[config.mk]
export PLATFORM = sky130hd
export DESIGN_NAME = lock_controller_flat
export DESIGN_NICKNAME = d
export VERILOG_FILES = /design/src/rtl/lock_controller_pkg.sv /design/src/rtl/lock_controller_if.sv /design/src/rtl/lock_controller_key_event.sv /design/src/rtl/lock_controller.sv /design/src/flat_wrapper.sv
export SDC_FILE = /design/constraint.sdc
export NUM_CORES = 1
export LEC_CHECK = 0
export CAP_MARGIN = 30
export CELL_PAD_IN_SITES_DETAIL_PLACEMENT = 1
export CELL_PAD_IN_SITES_GLOBAL_PLACEMENT = 1
export CORE_AREA = 2 2 113 82
export DETAILED_ROUTE_END_ITERATION = 16
export DIE_AREA = 0 0 115 84
export MAX_ROUTING_LAYER = met4
export PLACE_DENSITY = 0.9
export SLEW_MARGIN = 20
export SYNTH_ARGS = -nofsm -noshare
export SYNTH_HDL_FRONTEND = slang
export SYNTH_SLANG_ARGS = --single-unit
[constraint.sdc]
create_clock -name hwclk -period 3.71 [get_ports hwclk]
set_clock_uncertainty 0.15 [all_clocks]
set_input_delay 0.9275 -clock hwclk [delete_from_list [all_inputs] [get_ports hwclk]]
set_output_delay 0.9275 -clock hwclk [all_outputs]
set_load 0.1 [all_outputs]
[src/rtl/lock_controller_pkg.sv]
// Shared definitions for the digital lock controller: FSM state encodings,
// keypad digit range, default 12 MHz timing constants and a key-validity helper.
package lock_controller_pkg;

  typedef enum logic [2:0] {
    ST_LOCKED   = 3'd0,
    ST_ENTRY    = 3'd1,
    ST_CHECK    = 3'd2,
    ST_BLINK    = 3'd3,
    ST_UNLOCKED = 3'd4,
    ST_PROGRAM  = 3'd5,
    ST_LOCKOUT  = 3'd6
  } state_e;

  localparam logic [3:0] KEY_MIN = 4'd1;
  localparam logic [3:0] KEY_MAX = 4'd9;

  localparam int TIMER_W = 32;

  // Default timing at 12 MHz: 5 s entry idle, 10 s unlocked, 30 s lockout.
  localparam int unsigned DEF_ENTRY_TIMEOUT  = 60_000_000;
  localparam int unsigned DEF_UNLOCK_CYCLES  = 120_000_000;
  localparam int unsigned DEF_LOCKOUT_CYCLES = 360_000_000;

  // Only keypad digits 1..9 count as presses; 0 and 10..15 are noise/unused keys.
  function automatic logic key_valid(input logic [3:0] key);
    return (key >= KEY_MIN) && (key <= KEY_MAX);
  endfunction

endpackage

[src/rtl/lock_controller_if.sv]
// Keypad, blinker handshake and status bundle of the lock controller.
// master = the controller, slave = keypad/blinker/LED side.
interface lock_controller_if;
  logic [3:0] button;
  logic       bstate;
  logic       blink_done;
  logic       blink_start;
  logic       blink_type;
  logic       unlocked;
  logic       lockout;
  logic       prog_mode;
  logic [2:0] digit_count;
  logic [1:0] fail_count;

  modport master (
    input  button, bstate, blink_done,
    output blink_start, blink_type, unlocked, lockout, prog_mode,
           digit_count, fail_count
  );

  modport slave (
    output button, bstate, blink_done,
    input  blink_start, blink_type, unlocked, lockout, prog_mode,
           digit_count, fail_count
  );
endinterface

[src/rtl/lock_controller_key_event.sv]
// Key release detector: commits a digit when the key-held level falls.
// press is a registered one-cycle pulse; digit is the key code sampled with it.
module key_event
  import lock_controller_pkg::*;
(
  input  logic       hwclk,
  input  logic       rst_n,
  input  logic [3:0] button,
  input  logic       bstate,
  output logic       press,
  output logic [3:0] digit
);

  logic       bstate_d_q, bstate_d_d;
  logic       press_q, press_d;
  logic [3:0] digit_q, digit_d;

  // Release edge qualified by a valid digit code.
  always_comb begin
    bstate_d_d = bstate;
    press_d    = bstate_d_q & ~bstate & key_valid(button);
    digit_d    = button;
  end

  // Delay register plus registered press/digit outputs.
  always_ff @(posedge hwclk) begin
    if (!rst_n) begin
      bstate_d_q <= 1'b0;
      press_q    <= 1'b0;
      digit_q    <= 4'd0;
    end else begin
      bstate_d_q <= bstate_d_d;
      press_q    <= press_d;
      digit_q    <= digit_d;
    end
  end

  assign press = press_q;
  assign digit = digit_q;

endmodule

[src/rtl/lock_controller.sv]
// Digital lock sequencing FSM: collects digits, checks them against the stored
// code, drives the blinker handshake and tracks unlock/lockout/program status.
// A single shared down-counter provides entry, unlock and lockout timeouts.
module lock_controller
  import lock_controller_pkg::*;
#(
  parameter int unsigned             CODE_LEN       = 4,
  parameter logic [4*CODE_LEN-1:0]   CODE_INIT      = 16'h1234,
  parameter int unsigned             PROG_KEY       = 9,
  parameter int unsigned             MAX_FAILS      = 3,
  parameter int unsigned             ENTRY_TIMEOUT  = DEF_ENTRY_TIMEOUT,
  parameter int unsigned             UNLOCK_CYCLES  = DEF_UNLOCK_CYCLES,
  parameter int unsigned             LOCKOUT_CYCLES = DEF_LOCKOUT_CYCLES
) (
  input  logic                hwclk,
  input  logic                rst_n,
  lock_controller_if.master   bus
);

  localparam int BUF_W = 4 * CODE_LEN;

  logic             press;
  logic [3:0]       digit;

  state_e           state_q, state_d;
  logic [BUF_W-1:0] entry_buf_q, entry_buf_d;
  logic [BUF_W-1:0] code_q, code_d;
  logic [2:0]       digit_count_q, digit_count_d;
  logic [1:0]       fail_count_q, fail_count_d;
  logic             blink_start_q, blink_start_d;
  logic             blink_type_q, blink_type_d;
  logic             from_prog_q, from_prog_d;
  logic [TIMER_W-1:0] timer_q, timer_d;

  logic [BUF_W-1:0] buf_shift;
  logic [2:0]       digit_count_inc;
  logic             last_digit;
  logic             timer_reload;

  key_event u_key_event (
    .hwclk  (hwclk),
    .rst_n  (rst_n),
    .button (bus.button),
    .bstate (bus.bstate),
    .press  (press),
    .digit  (digit)
  );

  // Entry buffer shifts in from the LSB; a one-digit code is just the digit.
  generate
    if (CODE_LEN == 1) begin : g_shift_single
      assign buf_shift = digit;
    end else begin : g_shift_multi
      assign buf_shift = {entry_buf_q[BUF_W-5:0], digit};
    end
  endgenerate

  assign digit_count_inc = digit_count_q + 3'd1;
  assign last_digit      = (digit_count_inc == 3'(CODE_LEN));

  // Reload value for the shared timer, chosen by the state being entered.
  function automatic logic [TIMER_W-1:0] timer_load(input state_e st);
    case (st)
      ST_ENTRY, ST_PROGRAM: return TIMER_W'(ENTRY_TIMEOUT);
      ST_UNLOCKED:          return TIMER_W'(UNLOCK_CYCLES);
      ST_LOCKOUT:           return TIMER_W'(LOCKOUT_CYCLES);
      default:              return '0;
    endcase
  endfunction

  // Next-state, datapath and timer logic; presses take priority over expiry.
  always_comb begin
    state_d        = state_q;
    entry_buf_d    = entry_buf_q;
    code_d         = code_q;
    digit_count_d  = digit_count_q;
    fail_count_d   = fail_count_q;
    blink_start_d  = blink_start_q;
    blink_type_d   = blink_type_q;
    from_prog_d    = from_prog_q;
    timer_reload   = 1'b0;
    timer_d        = (timer_q != '0) ? timer_q - TIMER_W'(1) : '0;

    case (state_q)
      ST_LOCKED: begin
        if (press) begin
          entry_buf_d   = buf_shift;
          digit_count_d = 3'd1;
          state_d       = last_digit ? ST_CHECK : ST_ENTRY;
        end
      end

      ST_ENTRY: begin
        if (press) begin
          entry_buf_d   = buf_shift;
          digit_count_d = digit_count_inc;
          timer_reload  = 1'b1;
          if (last_digit) state_d = ST_CHECK;
        end else if (timer_q == '0) begin
          entry_buf_d   = '0;
          digit_count_d = 3'd0;
          state_d       = ST_LOCKED;
        end
      end

      ST_CHECK: begin
        if (entry_buf_q == code_q) begin
          fail_count_d = 2'd0;
          blink_type_d = 1'b1;
        end else begin
          fail_count_d = (fail_count_q == 2'd3) ? 2'd3 : fail_count_q + 2'd1;
          blink_type_d = 1'b0;
        end
        digit_count_d = 3'd0;
        blink_start_d = 1'b1;
        from_prog_d   = 1'b0;
        state_d       = ST_BLINK;
      end

      ST_BLINK: begin
        if (blink_start_q && bus.blink_done) begin
          blink_start_d = 1'b0;
          if (blink_type_q)
            state_d = from_prog_q ? ST_LOCKED : ST_UNLOCKED;
          else if ({30'd0, fail_count_q} >= MAX_FAILS)
            state_d = ST_LOCKOUT;
          else
            state_d = ST_LOCKED;
        end
      end

      ST_UNLOCKED: begin
        if (press) begin
          if (digit == 4'(PROG_KEY)) begin
            digit_count_d = 3'd0;
            state_d       = ST_PROGRAM;
          end else begin
            state_d = ST_LOCKED;
          end
        end else if (timer_q == '0) begin
          state_d = ST_LOCKED;
        end
      end

      ST_PROGRAM: begin
        if (press) begin
          entry_buf_d   = buf_shift;
          digit_count_d = digit_count_inc;
          timer_reload  = 1'b1;
          if (last_digit) begin
            code_d        = buf_shift;
            digit_count_d = 3'd0;
            blink_type_d  = 1'b1;
            blink_start_d = 1'b1;
            from_prog_d   = 1'b1;
            state_d       = ST_BLINK;
          end
        end else if (timer_q == '0) begin
          entry_buf_d   = '0;
          digit_count_d = 3'd0;
          state_d       = ST_LOCKED;
        end
      end

      ST_LOCKOUT: begin
        if (timer_q == '0) begin
          fail_count_d = 2'd0;
          state_d      = ST_LOCKED;
        end
      end

      default: state_d = ST_LOCKED;
    endcase

    if ((state_d != state_q) || timer_reload)
      timer_d = timer_load(state_d);
  end

  // State, code and counter registers; reset restores the factory code.
  always_ff @(posedge hwclk) begin
    if (!rst_n) begin
      state_q       <= ST_LOCKED;
      entry_buf_q   <= '0;
      code_q        <= CODE_INIT;
      digit_count_q <= 3'd0;
      fail_count_q  <= 2'd0;
      blink_start_q <= 1'b0;
      blink_type_q  <= 1'b0;
      from_prog_q   <= 1'b0;
      timer_q       <= '0;
    end else begin
      state_q       <= state_d;
      entry_buf_q   <= entry_buf_d;
      code_q        <= code_d;
      digit_count_q <= digit_count_d;
      fail_count_q  <= fail_count_d;
      blink_start_q <= blink_start_d;
      blink_type_q  <= blink_type_d;
      from_prog_q   <= from_prog_d;
      timer_q       <= timer_d;
    end
  end

  assign bus.blink_start = blink_start_q;
  assign bus.blink_type  = blink_type_q;
  assign bus.unlocked    = (state_q == ST_UNLOCKED) || (state_q == ST_PROGRAM);
  assign bus.lockout     = (state_q == ST_LOCKOUT);
  assign bus.prog_mode   = (state_q == ST_PROGRAM);
  assign bus.digit_count = digit_count_q;
  assign bus.fail_count  = fail_count_q;

endmodule

[src/flat_wrapper.sv]
// flat-port wrapper written by rule: the top's interface ports become plain ports
module lock_controller_flat import lock_controller_pkg::*;
#(
  parameter int unsigned             CODE_LEN       = 4,
  parameter logic [4*CODE_LEN-1:0]   CODE_INIT      = 16'h1234,
  parameter int unsigned             PROG_KEY       = 9,
  parameter int unsigned             MAX_FAILS      = 3,
  parameter int unsigned             ENTRY_TIMEOUT  = DEF_ENTRY_TIMEOUT,
  parameter int unsigned             UNLOCK_CYCLES  = DEF_UNLOCK_CYCLES,
  parameter int unsigned             LOCKOUT_CYCLES = DEF_LOCKOUT_CYCLES
)
  (hwclk, rst_n, bus_button, bus_bstate, bus_blink_done, bus_blink_start, bus_blink_type, bus_unlocked, bus_lockout, bus_prog_mode, bus_digit_count, bus_fail_count);
  lock_controller_if bus_i ();
  input  logic hwclk;
  input  logic rst_n;
  input wire logic [$bits(bus_i.button)-1:0] bus_button;
  input wire logic [$bits(bus_i.bstate)-1:0] bus_bstate;
  input wire logic [$bits(bus_i.blink_done)-1:0] bus_blink_done;
  output wire logic [$bits(bus_i.blink_start)-1:0] bus_blink_start;
  output wire logic [$bits(bus_i.blink_type)-1:0] bus_blink_type;
  output wire logic [$bits(bus_i.unlocked)-1:0] bus_unlocked;
  output wire logic [$bits(bus_i.lockout)-1:0] bus_lockout;
  output wire logic [$bits(bus_i.prog_mode)-1:0] bus_prog_mode;
  output wire logic [$bits(bus_i.digit_count)-1:0] bus_digit_count;
  output wire logic [$bits(bus_i.fail_count)-1:0] bus_fail_count;
  assign bus_i.button = bus_button;
  assign bus_i.bstate = bus_bstate;
  assign bus_i.blink_done = bus_blink_done;
  assign bus_blink_start = bus_i.blink_start;
  assign bus_blink_type = bus_i.blink_type;
  assign bus_unlocked = bus_i.unlocked;
  assign bus_lockout = bus_i.lockout;
  assign bus_prog_mode = bus_i.prog_mode;
  assign bus_digit_count = bus_i.digit_count;
  assign bus_fail_count = bus_i.fail_count;
  lock_controller #(.CODE_LEN(CODE_LEN), .CODE_INIT(CODE_INIT), .PROG_KEY(PROG_KEY), .MAX_FAILS(MAX_FAILS), .ENTRY_TIMEOUT(ENTRY_TIMEOUT), .UNLOCK_CYCLES(UNLOCK_CYCLES), .LOCKOUT_CYCLES(LOCKOUT_CYCLES)) u_core (.hwclk(hwclk), .rst_n(rst_n), .bus(bus_i));
endmodule
# == Yosys cells after proc, flatten, opt, wreduce, memory -nomap -nowiden ==
# Index checks and enable logic that the tools add are counted.
# W data, S select, Z words.
# word_totals
regBits,81
output_inout_bits,10
elab_cells,106
# op_classes
add_sub_neg,3
n_lt_le_gt_ge,3
n_eq_ne,23
muxes,42
bitwise,3
reduce_logical,20
# ops
operator,n
$pmux W29 S3,1
$mux W32,2
$mux W3,19
$mux W16,3
$logic_not A32 Y1,1
$pmux W16 S2,1
$reduce_bool A32 Y1,1
$sub A32 B1 Y32 const B,1
$eq A3 B3 Y1 const B,7
$pmux W3 S7,1
$eq A16 B16 Y1,1
$pmux W3 S5,1
$ne A2 B1 Y1 const B,5
$reduce_and A3 Y1,3
$mux W2,4
$reduce_and A4 Y1,2
$eq A3 B1 Y1 const B,2
$eq A3 B2 Y1 const B,2
$mux W1,6
$reduce_bool A2 Y1,3
$reduce_bool A5 Y1,1
$eq A4 B4 Y1 const B,1
$ge A4 B1 Y1 const B,1
$le A4 B4 Y1 const B,1
18 further kinds,24

# == Longest topological paths before layout ==
# Gate-level depths: netlist (run 1).
# logic_depth
word_depth,9
ltp_mapped,9
mapped_depth_nobuf,8

# == Hierarchy ==
# Synthesis (run 1) repeated with hierarchy kept, for this count alone.
# hier_totals
cells_unflattened,463
hier_area_um2,3901.2
# modules_own_cells
mod,n_inst,cells_each,area_each_um2
lock_controller,1,448,3719.8
key_event,1,15,181.4

# == Worst setup path after synthesis (run 1) ==
# OpenSTA, ideal clock, no wires.
# synth_path
path_type,register -> register
start,register u_core.state_q[0]
end,register u_core.timer_q[20]
setup_time_ps,79
t_arrival_ps,3664
path_slack_ps,-183
stages_incl_launch_ff,8
path_buffers,1
synth_period_minus_slack_ps,3893
cell_sequence,dfxtp_1 clkbuf_1 inv_1 nor3_1 a221oi_1 o211ai_1 nand4_1 o211ai_1
# synth_between
elab_cells_between_ends,27
# synth_lines
element,line,rtl
"start, declared",lock_controller.sv:25,"state_e state_q, state_d;"
"start signal, assigned",lock_controller.sv:192,state_q <= state_d;
$eq A3 B3 Y1 *,--,
named net bus_prog_mode,flat_wrapper.sv:23,output wire logic [$bits(bus_i.prog_mode)-1:0] bus_prog_mode;
$pmux W3 S7,lock_controller.sv:84,case (state_q)
$eq A3 B1 Y1 / $eq A3 B3 Y1 (equally long branches),lock_controller.sv:63,case (st)
$reduce_or A2 Y1,lock_controller.sv:63,
$pmux W29 S3,lock_controller.sv:63,
$mux W32 *,lock_controller.sv:175,if ((state_d != state_q) || timer_reload)
"end signal, assigned",lock_controller.sv:200,timer_q <= timer_d;
"end, declared",lock_controller.sv:33,"logic [TIMER_W-1:0] timer_q, timer_d;"
# The timed path passes the listed nets; every way through them passes the cells marked *.
# A chain may end at the register's enable or synchronous reset.

# == Worst setup path after layout (run 1) ==
# layout_path
start,register u_core.state_q[2]
end,output port bus_lockout
# layout_between
elab_chain_cells,1
# layout_lines
element,line,rtl
$eq A3 B3 Y1,lock_controller.sv:207,assign bus.lockout = (state_q == ST_LOCKOUT);
"end, declared",flat_wrapper.sv:22,output wire logic [$bits(bus_i.lockout)-1:0] bus_lockout;
# Every way passes these cells.

==> results of run 1 <==
## cell families after synthesis
group                    count (synthesis)
flip-flops                              81
adder cells (fa/ha/maj)                  4
multiplexers                            32
AO/OA/AOI/OAI                           64
buffers and inverters                   28
XOR/XNOR                                46
AND/OR/NAND/NOR                        182
## registers in the layout (all words and copies together) (netlist names)
register,flops
u_core.bus.blink_start,1
u_core.bus.blink_type,1
u_core.bus.digit_count,3
u_core.bus.fail_count,2
u_core.code_q,16
u_core.entry_buf_q,16
u_core.from_prog_q,1
u_core.state_q,3
u_core.timer_q,32
u_core.u_key_event.bstate_d_q,1
u_core.u_key_event.digit,4
u_core.u_key_event.press,1
## metal layers
| layer | track usage, % | routed length, um | vias up |
|---|---|---|---|
| li1 | - | - | 1568 |
| met1 | 31.6 | 4900 | 1636 |
| met2 | 36.8 | 4820 | 119 |
| met3 | 6.03 | 790 | 15 |
| met4 | 6.13 | 129 | 0 |
| met5 | - | 0 | - |
## cell usage after synthesis (4+ instances only)
cell	number	area (sq um)
nor2_1	55	206
mux2i_1	32	320
a21oi_1	8	40.0
dfxtp_1	81	1620
nand3_1	9	45.0
o21ai_1	8	40.0
o21ai_0	12	60.1
nand4_1	7	43.8
clkbuf_1	10	37.5
nand2_1	50	188
or4_4	4	45.0
or4_1	4	30.0
o22ai_1	7	43.8
nor4_1	9	56.3
inv_1	10	37.5
ha_1	4	50.1
buf_6	4	45.0
nor3_1	18	90.1
xor2_1	8	70.1
and2_1	8	50.1
xnor2_1	38	333
## power by group through the flow
stage          logic (mW)  registers, mW  clock network (mW)
3_5_place_dp        0.921           1.15                   0
2_1_floorplan       0.735           1.12                   0
4_1_cts             0.958           1.14               0.838
5_1_grt              1.06           1.16               0.868
6_report            0.965           1.15               0.828
3_3_place_gp        0.877           1.14                   0
## final cells by class
class                      instances  area [sq um]
multi-input combinational        328          2120
fill                            1002          4320
timing repair buffer              25           205
clock inverter                     5          31.3
tap                              108           135
sequential                        81          1620
inverter                          10          37.5
clock buffer                      11           243
## metrics by stage
step           utilization (%)  hold WS, ns  std cells  power (mW)
2_1_floorplan                -        0.263        437        1.86
3_3_place_gp              47.3        0.294        552        2.02
3_5_place_dp              47.3        0.303        552        2.07
4_1_cts                   50.4        0.317        568        2.94
6_report                  50.4        0.313        568        2.94
5_1_grt                   50.4        0.335        568        3.09
## worst max-delay path, delay by kind of cell, from the launching register on
family	cells	cell delay (ns)
buffers and inverters	3	0.73
flip-flops	1	0.61
AND/OR/NAND/NOR	2	0.45
## path summary, 6_finish.rpt
path | endpoint | slack, ns | depth (start not counted) | startpoint
setup reg to reg | u_core.timer_q[20]$_SDFF_PN0_ | 0.55 | 6 | u_core.timer_q[13]$_SDFF_PN0_
hold reg to reg | u_core.timer_q[0]$_SDFF_PP0_ | 0.31 | 1 | u_core.timer_q[0]$_SDFF_PP0_
hold / removal | u_core.timer_q[0]$_SDFF_PP0_ | 0.31 | 1 | u_core.timer_q[0]$_SDFF_PP0_
setup / recovery | bus_lockout | 0.51 | 5 | u_core.state_q[2]$_SDFF_PN0_
==> metrics.cfg, run 1 <==
[placed_design]
dp_slack_ns=0.543
portBuffers=17
place_area_sq_um=4120
post-dp-hpwl_um=7220
place_congestion=0.925

[sta]
setup_ws_ns=0.507
setup_viol=0
rsz0062_at_grt=false
period_minus_slack_ns=3.20
min_period_over_period_pct=86.3
max_slew.worst_pin.slew_ns=0.851
slew_headroom_pct=42.8
hold_violations=0
slew_violations=0
fmax_ghz=0.312
setup_tns_ns=0

[route]
vias_per_cell=5.88
drt-wirelength-per-cell_um=18.7
dr.pass1.iters=4
final_antenna_net_count=0
via_count=3338
drt-total-wl_um=10600
drt_iter0_drc=259
drc_errors=0

[power]
p_int_mw=1.87
p_sw_mw=1.06
seqPwrFrac_pct=39.0
power_frac_clock_pct=28.2
switching_share_pct=36.2
leakage_nw=1.53
ir_drop_uv=269
combPwrFrac_pct=32.8
p_per_area_nw_per_um2=670

[grt]
overflow=0
grt_max_degree=33
antenna_found_initial=0
grt_pass1_vias=3421
grt_usage_pct=23.9
grt_first_pass_wirelength_um=17700

[critical_path]
critPathMaxFanout=13
critPathKind=reg -> out
cp-end-kind=output port
crit_path_frequent_cell=inv_1
start_kind=flop
critPathRequiredTime_ns=2.63
cpPeakStageDelay_ns=0.61
cp_slowest_cell=dfxtp_1
path_cells=inv_1 > nor2_1 > nand2_1 > inv_1 > buf_4
arrival_ns=2.13

[synth]
synth_top_family_by_area=simple AND/OR/NAND/NOR gates
ys_async_sr_fraction_pct=0
synthAdderAreaFrac_pct=1.30
yosysWarnings=0
muxShareOfSynthArea_pct=8.29
ys_seq_elements=81
synth-simple-area-share_pct=23.3
synthDistinctLibCells=55
synthCells=437
syn_avg_cell_area_sq_um=8.84
ys_seq_area_share_pct=42.0
synth_edf_count=0
synth-compound-area-share_pct=11.2
synth_xor_area_share_pct=10.4
synth_area_sq_um=3860
synth_fp_nets=449
ys.flop_type=dfxtp_1

[cells_and_area]
fin_nets=467
drive_gt1_share_pct=10.4
diodes=0
area_growth_syn_to_layout_pct=13.6
final_common_cell=dfxtp_1
fin_area_sq_um=4390
layout_common_cells=81 x dfxtp_1, 55 x nor2_1, 50 x nand2_1, 38 x xnor2_1, 32 x mux2i_1

[clocking]
cts_tree=yes
cts_resized=0
postCtsSetupBuffers=0
cts_sinks=81
cts_buffers=9
clk_latency_ns=0.34
clk_path_buf_depth=2
htree_levels=3
clk_transition_reported_paths_ns=0.06
cts-root-buf=clkbuf_16
cts_hold_buffers=0

[floorplan]
die_x_um=115
die-area_sq_um=9660
die_h_um=84
start_util_pct=44.4
coreArea_sq_um=8710
io_pins=18
rows=29

[min_path]
min_path_type=reg -> reg

[job]
cap_viol_max_count=0

[status]
status=complete, no violations

Note: power is estimated with default switching activity, not from simulation.
==> run 2: changes to the inputs <==
--- a/constraint.sdc
+++ b/constraint.sdc
@@ -4,2 +4,2 @@
 set_output_delay 0.9275 -clock hwclk [all_outputs]
-set_load 0.1 [all_outputs]
+set_load 0.02 [all_outputs]
==> metrics.cfg, run 2 (same netlist as run 1, synthesis figures left out) <==
[status]
status=complete, no violations

[route]
top_layer=met4
drt-wirelength-per-cell_um=18.9  ; +0.93%
final_antenna_net_count=0  ; unchanged
drc_errors=0  ; unchanged
drt_iter0_drc=218  ; -16%
wl_met1_um=4830  ; -1.4%
dr_wl_met3_um=712  ; -9.9%
wl_met2_um=5090  ; +5.5%
dr.pass1.iters=6  ; +2
drt-total-wl_um=10700  ; +0.93%
vias_per_cell=5.85  ; -0.48%
via_count=3322  ; -0.48%

[critical_path]
rrSetupSlack_ns=0.47  ; -0.08 ns
start_kind=flop
cp-end-kind=output port
arrival_ns=2.35  ; +0.22 ns
r2r-start=u_core.timer_q[11]$_SDFF_PN0_
reg2reg_depth=6  ; unchanged
critPathRequiredTime_ns=2.63  ; about the same
critPathMaxFanout=13  ; unchanged
r2r_end=u_core.timer_q[22]$_SDFF_PN0_
critPathKind=reg -> out

[cells_and_area]
fillers=1016  ; +1.4%
largest_register_ffs=32  ; unchanged
regArea_sq_um=1620  ; unchanged
regMostFlops=u_core.timer_q
area_growth_syn_to_layout_pct=15.0
final_common_cell=dfxtp_1
multi_input_area_sq_um=2110  ; -0.24%
fin_nets=467  ; unchanged
drive_gt1_share_pct=8.26  ; -2.2 points
layout_common_cells=81 x dfxtp_1, 55 x nor2_1, 50 x nand2_1, 38 x xnor2_1, 32 x mux2i_1
diodes=0  ; unchanged
largest_registers=u_core.timer_q: 32 flops, u_core.code_q: 16 flops, u_core.entry_buf_q: 16 flops

[sta]
setup_viol=0  ; unchanged
min_period_over_period_pct=92.4  ; +6.0 points
rsz0062_at_grt=false
fmax_ghz=0.292  ; -6.5%
slew_violations=0  ; unchanged
max_slew.worst_pin.slew_ns=0.804  ; -0.0468 ns
period_minus_slack_ns=3.43  ; +0.224 ns
hold_violations=0  ; unchanged
setup_tns_ns=0  ; unchanged
timing.hold.ws_ns=0.311  ; -0.00178 ns
slew_headroom_pct=45.9  ; +3.1 points

[floorplan]
die_x_um=115  ; unchanged
start_util_pct=44.4  ; unchanged
rows=29  ; unchanged
die_h_um=84  ; unchanged
coreArea_sq_um=8710  ; unchanged
die-area_sq_um=9660  ; unchanged
io_pins=18  ; unchanged

[clocking]
cts_resized=0  ; unchanged
cts_sinks=81  ; unchanged
clk_path_buf_depth=2  ; unchanged
cts-root-buf=clkbuf_16
cts_buffers=9  ; unchanged
cts_tree=yes
cts_hold_buffers=0  ; unchanged
htree_levels=3  ; unchanged
postCtsSetupBuffers=0  ; unchanged
clk_latency_ns=0.33  ; about the same
clk_transition_reported_paths_ns=0.06  ; about the same

[placed_design]
post-dp-hpwl_um=7160  ; -0.83%
place_congestion=0.968  ; +4.7%
portBuffers=17  ; unchanged

[min_path]
hold_end=u_core.timer_q[0]$_SDFF_PP0_
min_from=u_core.timer_q[0]$_SDFF_PP0_
holdPathStages=1  ; unchanged
min_path_type=reg -> reg

[grt]
grt_usage_pct=24.1  ; +0.20 points
overflow=0  ; unchanged
antenna_found_initial=0  ; unchanged
grt_pass1_vias=3577  ; +4.6%
grt_first_pass_wirelength_um=17900  ; +1.1%
grt_max_degree=33  ; unchanged

[power]
leakage_nw=1.52  ; -0.74%
ir_drop_uv=278  ; +3.4%
p_per_area_nw_per_um2=675  ; +0.73%

[job]
cap_viol_max_count=0  ; unchanged

run 2: cell count changes in the layout (fill, tap and decap cells not counted):
cell,previous run,this run
clkdlybuf4s50_1,7,17
clkinv_4,1,2
buf_4,18,8
clkinvlp_4,1,2
bufinv_16,0,1
clkbuf_1,1,0
nor3_2,1,0
nor3_1,17,18
clkinv_2,3,1
run 2: worst max path at each step:
stage | start | endpoint | slack [ns] | cells past startpoint
floorplan | u_core.timer_q[11]$_SDFF_PN0_ | u_core.timer_q[10]$_SDFF_PN0_ | 0.94 | 6
global placement | bus_blink_done | u_core.timer_q[20]$_SDFF_PN0_ | 0.63 | 7
detailed placement | bus_blink_done | u_core.timer_q[24]$_SDFF_PN0_ | 0.52 | 7
CTS | u_core.state_q[2]$_SDFF_PN0_ | bus_lockout | 0.33 | 5
global route | u_core.state_q[2]$_SDFF_PN0_ | bus_lockout | 0.15 | 5
finish | u_core.state_q[2]$_SDFF_PN0_ | bus_lockout | 0.28 | 5
run 2: cell type report:
cell class              instances  area share [%]
multi-input cells             328            47.5
flip-flops and latches         81            36.5
clock buffers                  10            5.38
repair buffers                 25            5.18
well taps                     108            3.04
clock inverters                 6            1.52
inverters                      10           0.845
run 2: report_power, final:
part	leakage, nW	internal, mW	switching, mW
logic	0.720	0.402	0.551
registers	0.658	1.00	0.144
clock network	0.145	0.540	0.354
run 2: layer usage:
| layer | vias to the layer above | global-route usage [%] |
|---|---|---|
| met2 | 111 | 39.8 |
| met3 | 16 | 7.55 |
| met5 | - | - |
| met4 | 0 | 5.26 |
| li1 | 1569 | - |
| met1 | 1626 | 29.0 |
run 2: stage by stage:
stage	area [sq um]	setup WS [ns]	utilization, %	cells	total power [mW]
CTS	4440	0.330	51.0	568	3.00
detailed placement	4140	0.515	47.5	552	2.06
global placement	4140	0.635	47.5	552	2.02
global route	4440	0.153	51.0	568	3.16
floorplan	3860	0.942	-	437	1.85
finish	4440	0.283	51.0	568	3.00
run 2: critical path, cell delays in order, from the launching register on:
cell	delay [ns]
dfxtp_1	0.63
inv_1	0.32
nor2_1	0.25
nand2_1	0.14
inv_1	0.09
clkdlybuf4s50_1	0.59
==> run 3: changes to the inputs <==
- ABC_CLOCK_PERIOD_IN_PS: not set -> 3710
- SKIP_LAST_GASP: not set -> 1
==> results of run 3 <==
The final DEF is identical to that of run 2; final timing and power are the same.
==> variant 1: new RTL, flow settings as in run 3 <==
Change the package constant `TIMER_W` from 32 to 28.
--- a/src/rtl/lock_controller_pkg.sv
+++ b/src/rtl/lock_controller_pkg.sv
@@ -15,7 +15,7 @@
   localparam logic [3:0] KEY_MIN = 4'd1;
   localparam logic [3:0] KEY_MAX = 4'd9;
 
-  localparam int TIMER_W = 32;
+  localparam int TIMER_W = 28;
 
   // Default timing at 12 MHz: 5 s entry idle, 10 s unlocked, 30 s lockout.
   localparam int unsigned DEF_ENTRY_TIMEOUT  = 60_000_000;
Behaviour: no difference found for any inputs over 10 cycles, from zero or initial values and one cycle with rst_n low; that may be too few to reach the edited logic, so the function may still have changed.
==> variant 1 against run 3 <==
Sequential cell count decreased by 4. Count of clock-buffer cells in the layout up 2. Design area down 0.85%. Sequential power shrank 5%. Power is 3.1% higher. Setup slack better by 0.071 ns. Routed wire length rose by 4.3%. Area after synthesis fell by 1.3%. Non-clock buffer count grew 2. Synthesized cell count rose by 2.7%. Highest routed layer unchanged.
==> variant 1: results (changes against run 3) <==
| Metric | Value |
|---|---|
| Nets@finish | `471 (+0.86%)` |
| Sequential share of the synthesized area | `40.4% (-1.5 points)` |
| Lkg Pwr | `0.00149 µW (-2.1%)` |
| GRT Overall Usage | `25.0% (+0.81 points)` |
| Reg with most FFs | `u_core.timer_q` |
| CP max-delay cell | `nand4bb_1` |
| Inserted Clock Buffers | `9 (unchanged)` |
| CTS Buffer Depth | `2 (unchanged)` |
| HP Class | `flip-flop to flip-flop` |
| Synth unique cells | `52 (-5.5%)` |
| Syn Area/Cell | `8.49 µm² (-4.0%)` |
| Initial antenna violation count | `0 (unchanged)` |
| Vias in the first global route | `3,519 (-1.6%)` |
| CTS H-Tree Depth | `3 (unchanged)` |
| R2R cell count | `6 (unchanged)` |
| Status | `finished clean` |
| Clock-pin slew on the worst setup and hold paths | `0.06 ns (about the same)` |
| WL final | `11,200 µm (+4.3%)` |
| Slowest stage delay, CP | `0.63 ns (about the same)` |
| Clock insertion delay at the later pin of the skew report | `0.34 ns` |
| Top flop regs | `u_core.timer_q (28), u_core.code_q (16), u_core.entry_buf_q (16)` |
| Global-route wire length before repair | `18,600 µm (+3.6%)` |
| CP max FO | `10 (-3)` |
| Cell family with most CP delay | `simple AND/OR/NAND/NOR gates` |
| Largest net degree at the start of global routing | `34 (+3.0%)` |
| Post-Synth XOR/XNOR Area | `10.1% (-0.35 points)` |
| Max VDD drop | `0.000338 V (+22%)` |
| Worst Setup SP | `u_core.timer_q[20]` |
| Ranking of synthesized cells by area | `dfxtp_1 (40%), xnor2_1 (7.1%), a21oi_1 (5.0%)` |
| Rel. slew slack | `51.2% (+5.3 points)` |
| Fillers | `1,020 (+0.39%)` |
| Post-Syn Nets | `461 (+2.7%)` |
| Gpl congestion | `0.971 (+0.34%)` |
| Layout cells sized above 1 | `7.11% (-1.1 points)` |
| Placed Cells | `555 (+0.54%)` |
| Drt first-iter violations | `238 (+9.2%)` |
| Mux cell area share after synthesis | `0% (-8.3 points)` |
| ANT cells | `0 (unchanged)` |
| Hold Crit Start | `u_core.u_key_event.bstate_d_q` |
| DR pass1 iterations | `4 (-2)` |
| FF-to-FF setup slack | `0.35 ns (-0.12 ns)` |
| Vias/cell | `6.13 (+4.9%)` |
| CP Data Arrival Time | `3.40 ns (+1.05 ns)` |
| Hold Path Stages | `2 (+1)` |
| Synth top cells by count | `dfxtp_1 (77), nand2_1 (48), a21oi_1 (38), xnor2_1 (31), o21ai_0 (29)` |
| Internal power | `2000 µW (+2.8%)` |
| Post-synth ARST share | `0% (unchanged)` |
| Postcts setup bufs | `0 (unchanged)` |
| RR Endpoint | `u_core.timer_q[16]` |
| Synth Area in Compound Gates | `17.2% (+6.0 points)` |
| HPWL Detailed | `7260 µm (+1.4%)` |
| CP Class | `flip-flop to flip-flop` |
| Adder-Cell Fraction of Synth Area | `1.31% (+0.017 points)` |
| Non-Filler Instances | `572 (+0.70%)` |
## variant 1: changes by cell type in the layout (fill, tap and decap cells not counted), sizes merged, moves of 6 or more
cell | run 3 | this run
nor2 | 55 | 20
mux2i | 32 | 0
a21oi | 9 | 38
or4b | 0 | 16
o31ai | 1 | 12
o21ai | 23 | 29
xnor2 | 38 | 32
## variant 1: layout make-up
cell class,count,area [µm²],share of cell area (%)
Clock buffer,12,256,5.82
Clock inverter,4,70.1,1.59
Multi-Input combinational cell,332,2110,47.8
Sequential cell,77,1540,35.0
Tap cell,108,135,3.07
Timing Repair Buffer,27,249,5.65
Inverter,12,45.0,1.02
## variant 1: through the flow
stage	setup WS, ns	hold slack (ns)	area (µm²)
3_5_place_dp	0.331	0.292	4070
5_1_grt	0.142	0.342	4400
4_1_cts	0.425	0.304	4390
2_1_floorplan	1.12	0.266	3810
6_report	0.353	0.307	4400
3_3_place_gp	0.186	0.282	4060
## variant 1: power by group through the flow
| stage | clock network (µW) | registers (µW) | logic [µW] |
|---|---|---|---|
| finish | 963 | 1090 | 1040 |
| global route | 1000 | 1100 | 1130 |
| CTS | 970 | 1080 | 1020 |
| detailed placement | 0 | 1100 | 976 |
| global placement | 0 | 1080 | 918 |
| floorplan | 0 | 1060 | 779 |
## variant 1: worst min-delay path by stage
stage                                           to  slack [ns]
after CTS                 u_core.u_key_event.press        0.30
after global placement    u_core.u_key_event.press        0.28
after detailed placement  u_core.u_key_event.press        0.29
after floorplan           u_core.u_key_event.press        0.27
after global routing             u_core.timer_q[0]        0.34
final                     u_core.u_key_event.press        0.31
## variant 1: per-layer routing
metal	vias up	GRT usage, %	part of all wire [%]
met3	13	3.92	5.4
met5	-	-	0
met1	1757	34.8	48
met2	106	37.6	46
met4	0	6.90	1.2
li1	1633	-	-
==> variant 2: new RTL, config.mk and constraints of run 3 <==
Without the edit above. Re-encode `state_e` (7 states) as one-hot, 7 bits wide.
--- a/src/rtl/lock_controller_pkg.sv
+++ b/src/rtl/lock_controller_pkg.sv
@@ -2,14 +2,14 @@
 // keypad digit range, default 12 MHz timing constants and a key-validity helper.
 package lock_controller_pkg;
 
-  typedef enum logic [2:0] {
-    ST_LOCKED   = 3'd0,
-    ST_ENTRY    = 3'd1,
-    ST_CHECK    = 3'd2,
-    ST_BLINK    = 3'd3,
-    ST_UNLOCKED = 3'd4,
-    ST_PROGRAM  = 3'd5,
-    ST_LOCKOUT  = 3'd6
+  typedef enum logic [6:0] {
+    ST_LOCKED   = 7'b0000001,
+    ST_ENTRY    = 7'b0000010,
+    ST_CHECK    = 7'b0000100,
+    ST_BLINK    = 7'b0001000,
+    ST_UNLOCKED = 7'b0010000,
+    ST_PROGRAM  = 7'b0100000,
+    ST_LOCKOUT  = 7'b1000000
   } state_e;
 
   localparam logic [3:0] KEY_MIN = 4'd1;
Function: no difference found for any inputs over 10 cycles, from zero or initial values and one cycle with rst_n low; not proved beyond that.
==> variant 2 against run 3 <==
Cell count increased by 8.6%. Fmax decreased by 1.3%. Count of clock-buffer cells in the layout increased by 2. Via count increased by 14%. Sequential cell count increased by 4. Power increased by 4.6%. Setup slack got worse by 0.044 ns. Highest routed layer unchanged. Global-route usage increased by 3.5 points. Area after synthesis increased by 10%. Design area increased by 8.6%. Sequential share of layout area decreased by 1.2 points. Routed wire length increased by 13%.
==> variant 2: results (changes against run 3) <==
| Metric | Value |
|---|---|
| Vias in the first global route | `3,814 (+6.6%)` |
| Layout cells sized above 1 | `7.07% (-1.2 points)` |
| Reg-to-Reg Start | `u_core.state_q[0]` |
| Synth top cells by count | `dfxtp_1 (85), nand2_1 (44), nor2_1 (43), xnor2_1 (39), nand3_1 (27)` |
| CP max FO | `10 (-3)` |
| Tcrit/Tclk final | `93.5% (+1.2 points)` |
| Ranking of synthesized cells by area | `dfxtp_1 (40%), xnor2_1 (8.0%), nand2_1 (3.9%)` |
| Drt first-iter violations | `236 (+8.3%)` |
| Adder-Cell Fraction of Synth Area | `1.17% (-0.12 points)` |
| CP max-delay cell | `clkdlybuf4s50_1` |
| Post-Syn Nets | `502 (+12%)` |
| CP Data Arrival Time | `2.39 ns (+0.04 ns)` |
| Post-Synth XOR/XNOR Area | `9.85% (-0.58 points)` |
| Nets@finish | `516 (+10%)` |
| Pre-CTS setup slack | `0.0571 ns (-0.458 ns)` |
| Rel. slew slack | `47.4% (+1.5 points)` |
| CP endpoint | `bus_unlocked` |
| Global-route wire length before repair | `20,400 µm (+14%)` |
| Status | `finished clean` |
| Sequential share of cell area | `35.3% (-1.2 points)` |
| Clk tree area frac | `5.94% (-0.96 points)` |
| Max VDD drop | `0.000543 V (+96%)` |
| Post-DP Area | `0.00454 mm² (+9.8%)` |
| Non-Filler Instances | `617 (+8.6%)` |
| Sequential share of the synthesized area | `39.9% (-2.1 points)` |
| HPWL Detailed | `8240 µm (+15%)` |
| Yosys reg bits | `85 (+4.9%)` |
| GRT Overall Usage | `27.6% (+3.5 points)` |
| #MultiIn Comb | `371 (+13%)` |
| Vias/cell | `6.16 (+5.2%)` |
| Clock insertion delay at the later pin of the skew report | `0.35 ns (+0.02 ns)` |
| Synth Area in Compound Gates | `15.4% (+4.2 points)` |
| Cell family with most CP delay | `simple AND/OR/NAND/NOR gates` |
| Mux cell area share after synthesis | `3.75% (-4.5 points)` |
| Area of the multi-input gates | `0.00241 mm² (+14%)` |
| R2R cell count | `8 (+2)` |
| Final Util | `55.4% (+4.4 points)` |
| Gpl congestion | `0.903 (-6.7%)` |
| # clk buffers | `12 (+2)` |
| Worst Setup SP | `u_core.state_q[4]` |
| Fin Hold WS | `0.328 ns (+0.0176 ns)` |
| Non-clk bufs | `27 (+8.0%)` |
| Synth unique cells | `60 (+9.1%)` |
| Placed Cells | `601 (+8.9%)` |
| RR Endpoint | `u_core.timer_q[15]` |
| Fillers | `1,033 (+1.7%)` |
[variant 2: cell count changes after synthesis, moves of 5 or more]
| cell | change |
|---|---|
| nor2b_1 | +12 |
| nand2_1 | -6 |
| o21ai_1 | -7 |
| buf_2 | +7 |
| mux2i_1 | -16 |
| nand3_1 | +18 |
| a21boi_0 | +18 |
| nor2_1 | -12 |
| a21oi_1 | +5 |
| o22ai_1 | +10 |
[variant 2: layer usage]
metal  vias up  wire [µm]  GRT usage (%)
met5         -          0              -
met4         0        208           8.00
met1      1912       5570           36.3
met3        23        541           6.75
met2        87       5860           42.4
li1       1776          -              -
[variant 2: report_power, final]
part / switching, µW / internal [µW] / leakage [µW]
logic: 604 / 460 / 0.000877
clock network: 376 / 493 / 0.000139
registers: 153 / 1050 / 0.000690
total: 1130 / 2000 / 0.00171
